<file path="config.mk">
export PLATFORM = sky130hd
export DESIGN_NAME = vend_dispense_ctrl
export DESIGN_NICKNAME = d
export VERILOG_FILES = /design/src/rtl/vend_dispense_ctrl.sv
export SDC_FILE = /design/constraint.sdc
export NUM_CORES = 1
export LEC_CHECK = 0
export ABC_AREA = 1
export BUFFER_PORTS_ARGS = -buffer_cell sky130_fd_sc_hd__clkbuf_2
export CAP_MARGIN = 20
export CORE_AREA = 10 10 104 106
export CTS_BUF_LIST = sky130_fd_sc_hd__clkbuf_4 sky130_fd_sc_hd__clkbuf_8
export CTS_CLUSTER_SIZE = 14
export DETAILED_ROUTE_END_ITERATION = 10
export DIE_AREA = 0 0 114 116
export SLEW_MARGIN = 10
export SYNTH_ARGS = -nofsm -noshare
export SYNTH_HDL_FRONTEND = slang
export SYNTH_SLANG_ARGS = --single-unit
</file>
<file path="constraint.sdc">
create_clock -name clk -period 1.8 [get_ports clk]
set_input_delay 0.09 -clock clk [delete_from_list [all_inputs] [get_ports clk]]
set_output_delay 0.09 -clock clk [all_outputs]
set_load 0.05 [all_outputs]
</file>
<file path="src/rtl/vend_dispense_ctrl.sv">
// Dispense sequencer: after a vending transaction, hands out the item (if paid for)
// and then returns change or a refund one coin at a time using greedy denominations.
module vend_dispense_ctrl #(
    parameter logic [7:0] D3 = 8'd10,
    parameter logic [7:0] D2 = 8'd5,
    parameter logic [7:0] D1 = 8'd2
) (
    input  logic       clk,
    input  logic       rst,
    input  logic       end_trans,
    input  logic [7:0] sum_money,
    input  logic [7:0] price,
    input  logic [1:0] item_select,
    input  logic       item_ack,
    input  logic       coin_ack,
    output logic       item_valid,
    output logic [1:0] item_id,
    output logic       coin_valid,
    output logic [1:0] coin_type,
    output logic       busy,
    output logic       done,
    output logic       refund,
    output logic [7:0] change_total
);

    localparam logic [7:0] D0 = 8'd1;

    typedef enum logic [2:0] {
        IDLE,
        LATCH,
        ITEM,
        SELECT_COIN,
        COIN,
        FINISH
    } state_t;

    state_t     state_q, state_d;
    logic [7:0] sum_q, sum_d;
    logic [7:0] price_q, price_d;
    logic [7:0] remain_q, remain_d;
    logic [7:0] change_q, change_d;
    logic [1:0] itemId_q, itemId_d;
    logic [1:0] coinType_q, coinType_d;
    logic       refund_q, refund_d;
    logic       itemValid_q, coinValid_q, busy_q, done_q;

    function automatic logic [7:0] coinValue(input logic [1:0] kind);
        case (kind)
            2'd3:    coinValue = D3;
            2'd2:    coinValue = D2;
            2'd1:    coinValue = D1;
            default: coinValue = D0;
        endcase
    endfunction

    always_comb begin
        state_d    = state_q;
        sum_d      = sum_q;
        price_d    = price_q;
        remain_d   = remain_q;
        change_d   = change_q;
        itemId_d   = itemId_q;
        coinType_d = coinType_q;
        refund_d   = refund_q;

        case (state_q)
            IDLE: begin
                if (end_trans) begin
                    sum_d    = sum_money;
                    price_d  = price;
                    itemId_d = item_select;
                    state_d  = LATCH;
                end
            end
            LATCH: begin
                if (sum_q >= price_q) begin
                    remain_d = sum_q - price_q;
                    refund_d = 1'b0;
                    state_d  = ITEM;
                end else begin
                    remain_d = sum_q;
                    refund_d = 1'b1;
                    state_d  = SELECT_COIN;
                end
                change_d = remain_d;
            end
            ITEM: begin
                if (item_ack) begin
                    state_d = SELECT_COIN;
                end
            end
            SELECT_COIN: begin
                if (remain_q == 8'd0) begin
                    state_d = FINISH;
                end else begin
                    if (remain_q >= D3) begin
                        coinType_d = 2'd3;
                    end else if (remain_q >= D2) begin
                        coinType_d = 2'd2;
                    end else if (remain_q >= D1) begin
                        coinType_d = 2'd1;
                    end else begin
                        coinType_d = 2'd0;
                    end
                    state_d = COIN;
                end
            end
            COIN: begin
                // Guarded subtraction keeps remain from ever wrapping below zero.
                if (coin_ack) begin
                    if (coinValue(coinType_q) <= remain_q) begin
                        remain_d = remain_q - coinValue(coinType_q);
                    end
                    state_d = SELECT_COIN;
                end
            end
            FINISH: begin
                state_d = IDLE;
            end
            default: begin
                state_d = IDLE;
            end
        endcase

        if (state_d == IDLE) begin
            refund_d = 1'b0;
        end
    end

    // Handshake and status flags are registered from the next state so they line up with it.
    always_ff @(posedge clk or posedge rst) begin
        if (rst) begin
            state_q     <= IDLE;
            sum_q       <= 8'd0;
            price_q     <= 8'd0;
            remain_q    <= 8'd0;
            change_q    <= 8'd0;
            itemId_q    <= 2'd0;
            coinType_q  <= 2'd0;
            refund_q    <= 1'b0;
            itemValid_q <= 1'b0;
            coinValid_q <= 1'b0;
            busy_q      <= 1'b0;
            done_q      <= 1'b0;
        end else begin
            state_q     <= state_d;
            sum_q       <= sum_d;
            price_q     <= price_d;
            remain_q    <= remain_d;
            change_q    <= change_d;
            itemId_q    <= itemId_d;
            coinType_q  <= coinType_d;
            refund_q    <= refund_d;
            itemValid_q <= (state_d == ITEM);
            coinValid_q <= (state_d == COIN);
            busy_q      <= (state_d != IDLE);
            done_q      <= (state_d == FINISH);
        end
    end

    assign item_valid   = itemValid_q;
    assign item_id      = itemId_q;
    assign coin_valid   = coinValid_q;
    assign coin_type    = coinType_q;
    assign busy         = busy_q;
    assign done         = done_q;
    assign refund       = refund_q;
    assign change_total = change_q;

endmodule

</file>
Word-level counts from Yosys, hierarchy flattened. Index checks and enable logic that the tools add are counted.

Add/subtract/negate cells: 2. Multiply operators: 0. Div/mod/pow operators: 0. Magnitude comparators: 5. Equal/unequal tests: 12. Shift-type cells: 0. Muxes and demuxes: 22. Bitwise operators: 1. Reductions and logical operators: 9.

Operators by type and width (number): 8-bit two-way mux (8); 8-bit one-hot mux with 2 select lines (1); 8-bit subtractor (2); 3-bit one-hot mux with 5 select lines (1); 4-bit one-hot mux with 3 select lines (1); 3-bit by 2-bit == test with 1-bit output, second input constant (3); 3-bit == test, second input constant (3); 3-bit two-way mux (3); 8-bit by 2-bit >= comparator with 1-bit output, second input constant (1); 8-bit by 3-bit >= comparator with 1-bit output, second input constant (1); 8-bit by 4-bit >= comparator with 1-bit output, second input constant (1); 8-bit >= comparator (1); 8-bit <= comparator (1); 8-bit logical NOT (1); 3-bit logical NOT (2); 1-bit two-way mux (6); 2-bit == test, second input constant (2); 2-bit two-way mux (2); 2-bit != test, second input constant (2); 2-bit AND reduction (2); 2-bit nonzero test (2); 3-bit by 1-bit == test with 1-bit output, second input constant (1); 3-bit AND reduction (1); 3-bit nonzero test (1); other kinds (2) (2).

Bits in registers: 44. Latch bits: 0. RAM bits: 0. Bits in read-only memories: 0. Bits of input ports: 23. Logic and storage cells: 63. Memories: 0.

Longest topological paths before layout.
Depth after elaboration: 12. Mapped depth: 15. Gate-level depth less buffers: 14.

Least setup slack after synthesis. Ideal clock, no wire load.

Kind: register to register. Start point: reg coinType_q[0], in the netlist coin_type[0]. End point: reg remain_q[3]. Setup time: 0.117 ns. Arrival time: 1.989 ns. Required time: 1.683 ns. Path slack: -0.306 ns. Cell stages (with the launch flop): 10. Path buffers: 0. Cells stage by stage: dfrtp_1 -> nor2_1 -> ha_1 -> a21oi_1 -> nand2_1 -> or2_2 -> a21oi_1 -> nor2_2 -> nand2_1 -> nand2_1.

Cells in the longest elaborated chain, start to end: 9.

Ends and longest elaborated chain: start: declaration (line 43) `logic [1:0] coinType_q, coinType_d;`; start signal: assignment (line 152) `coinType_q <= coinType_d;`; 2-bit by 1-bit == test with 1-bit output or 2-bit == test (tied branches) (line 48) `case (kind)`; 4-bit one-hot mux with 3 select lines (*) (line 48); 8-bit two-way mux (line 111) `if (coinValue(coinType_q) <= remain_q) begin`; 8-bit two-way mux (line 110) `if (coin_ack) begin`; 8-bit two-way mux (line 66) `case (state_q)`; 8-bit subtractor (line 112) `remain_d = remain_q - coinValue(coinType_q);`; 8-bit two-way mux (line 111); 8-bit two-way mux (line 110); 8-bit one-hot mux with 2 select lines (line 66); end signal: assignment (line 149) `remain_q <= remain_d;`; end: declaration (line 40) `logic [7:0] remain_q, remain_d;`.

Every way passes the cells marked *; elsewhere a longest branch is shown, timed or not. The select of a mux whose other input is x is not followed. A chain may end at the register's enable or synchronous reset.

Worst setup path after layout. Same ends and word-level chain as after synthesis.

==> run_results.csv <==
group,metric,value,unit
clocking,cts_buffer_depth,2,
synth,synth_seq_cells,44,
floorplanning,io_pins,40,
synth,synthArstFlopShare,100.0,%
worst_setup_path,reg2reg_from,"coin_type[0]",
floorplanning,start_util,31.75,%
synth,yosysTopAreaCell,"dfrtp_1",
sta,hold_viol_final,0,
worst_setup_path,start_kind,"register",
worst_setup_path,crit_type,"reg2reg",
sta,tightest_slew,381.6,ps
clocking,cts_tree,"built",
place,place_congestion,0.8574,
global_routing,antenna_found_initial,0,
floorplanning,core_region_area,0.008678,mm2
place,io_buffers,39,
worst_setup_path,endpoint_kind,"register",
layout,area_growth,37.92,%
synth,synth_top_area_share,39.96,%
worst_setup_path,cp-startpoint,"coin_type[0]",
worst_setup_path,r2r_slack,-60,ps
sta,fin_setup_tns,-269.1,ps
hold_path,hold_start,"sum_money[4]",
floorplanning,dieArea,0.01322,mm2
worst_setup_path,critPathCapture,"remain_q[3]",
floorplanning,fp.dieH,116,um
layout,fillCellCount,911,
hold_path,hold_class,"in2reg",
sta,finalCritPeriodShare,103.6,%
layout,final_common_cell,"nand2_1",
clocking,cts-root-buf,"clkbuf_8",
synth,synth_warnings,0,
worst_setup_path,critPathArrivalTime,2050,ps
sta,rsz0062_at_grt,"yes",
layout,layout-drive-gt1-share,38.17,%
layout,n_antenna_cell,0,
detailed_routing,routed_via_density,4.597,
sta,finalCriticalPeriod,1864,ps
synth,postSynthNetCount,401,
detailed_routing,ant_nets,0,
sta,fin_ws,-64.03,ps
global_routing,grt_pass1_wl,12450,um
detailed_routing,firstDrtPassIters,4,
synth,syn-cell-area,0.002755,mm2
clocking,clk_latency,300,ps
sta,fin_skew,8.648,ps
status,outcome,"finished, violations left",
place,place_hpwl,5658,um
global_routing,first_global_vias,2706,
global_routing,track_usage,11.16,%
worst_setup_path,critPathMaxFanout,8,
synth,synth-seq-area-share,39.96,%
layout,layout.cells.most_common_list,"nand2_1, inv_1, dfrtp_1, clkbuf_2",
floorplanning,rows,34,
sta,relSlewSlack,74.52,%
detailed_routing,initialDrtViolationCount,63,
clocking,cts_max_level,2,
synth,yosys_most_used_dff,"dfrtp_1",
status,violations,"negative setup slack",
synth,synth_area_per_cell,7.653,um2
layout,multi_input_area,0.001660,mm2
synth,yosys-top-cells-area,"dfrtp_1, nand2_1, inv_1",
synth,netlist_instances,360,
floorplanning,die_width,114,um
sta,setup_viol,6,
clocking,clk_pin_slew,80,ps
detailed_routing,drt_wl_total,7210,um
detailed_routing,drc,0,
synth,netlist-cell-type-count,32,
place,dpl.cell_count,539,
detailed_routing,vias,2556,
global_routing,overflow,0,
worst_setup_path,r2r_cells,10,
layout,final_nets,488,
detailed_routing,wl_per_cell,12.97,um
sta,max_freq,536.5,MHz
synth,synth_edf_count,0,
global_routing,grt_max_degree,29,
sta,final_max_slew_viol_count,0,
layout,regArea,0.001106,mm2
worst_setup_path,cp.required,1990,ps
layout,stdcell_count,556,
job,cap_violations,0,
clocking,cts_sinks,44,
worst_setup_path,reg2reg_to,"remain_q[3]",
clocking,cts_inserted_buffers,5,
==> cells in the mapped netlist (all sizes together) (4+ instances only) <==
cell type	number
nand3	34
or2	4
mux2	9
a21oi	19
a31oi	8
nor2	48
inv	58
buf	4
o21ai	6
dfrtp	44
nand2	91
ha	16
==> worst min path at each step <==
stage	to	slack, ps	depth (start not counted)
finish	sum_q[4]	20	2
global route	sum_q[4]	20	2
CTS	sum_q[4]	20	2
detailed placement	price_q[7]	70	2
global placement	price_q[7]	80	2
floorplan	item_id[1]	220	1
==> stage by stage <==
stage	hold slack, ps	instance area, um2	util [%]	setup WS, ps
final	19.88	3800	43.79	-64.03
after global routing	21.58	3800	43.79	-176.0
after CTS	16.75	3651	42.07	-65.97
after detailed placement	73.12	3405	39.23	-156.9
after global placement	76.20	3405	39.23	-83.96
after floorplan	221.7	2810	-	-4.923
==> sequential cells by signal (all words and copies together) (netlist names) <==
signal / flops
item_valid: 1
remain_q: 8
done: 1
price_q: 8
item_id: 2
coin_valid: 1
coin_type: 2
state_q: 3
change_total: 8
refund: 1
busy: 1
sum_q: 8
==> routing by layer <==
metal / global-route usage, % / routed length, um / vias up / share of wire [%]
met5: 0 / 0 / - / 0
met2: 19.63 / 3694 / 42 / 51
met3: 2.842 / 280 / 9 / 3.9
met1: 13.47 / 3167 / 1196 / 44
li1: - / - / 1309 / -
met4: 2.256 / 69 / 0 / 0.96
==> worst max-delay path, cell delays in order (launching register included) <==
cell     delay (ps)
dfrtp_4         550
nor2_4          160
ha_4            220
buf_6           120
a21oi_2         120
nand2_2          80
or2_4           230
a21oi_2         140
nor2_2           40
nand2_1          50
nand2_1          40
==> what timing repair did <==
item / 4_1_cts / 5_1_grt
endpoints found under the hold margin: 18 / 0
pin swaps: 14 / 13
buffers inserted: 3 / 2
hold buffers: 3 / 0
gates resized for setup: 29 / 26
gates cloned: 0 / 1
setup endpoints to repair: 21 / 21
==> area by class of cell <==
class / instances / share of cell area [%]
Tap cell: 108 / 3.556
Clock buffer: 7 / 2.371
Timing Repair Buffer: 85 / 15.34
Multi-Input combinational cell: 253 / 43.69
Inverter: 58 / 5.729
Sequential cell: 44 / 29.11
Clock inverter: 1 / 0.1976
==> cells by family after synthesis <==
family          after synthesis  share of synthesized area, %
compound gates               36                         7.857
xor+xnor                      4                         1.272
fa+ha+maj                    18                         8.719
buf+inv                      64                         9.128
flops                        44                         39.96
mux                           9                         3.679
simple gates                185                         29.38
Power is not shown: default switching activity piles up to over one toggle a cycle in this logic, so the estimate is an artifact.
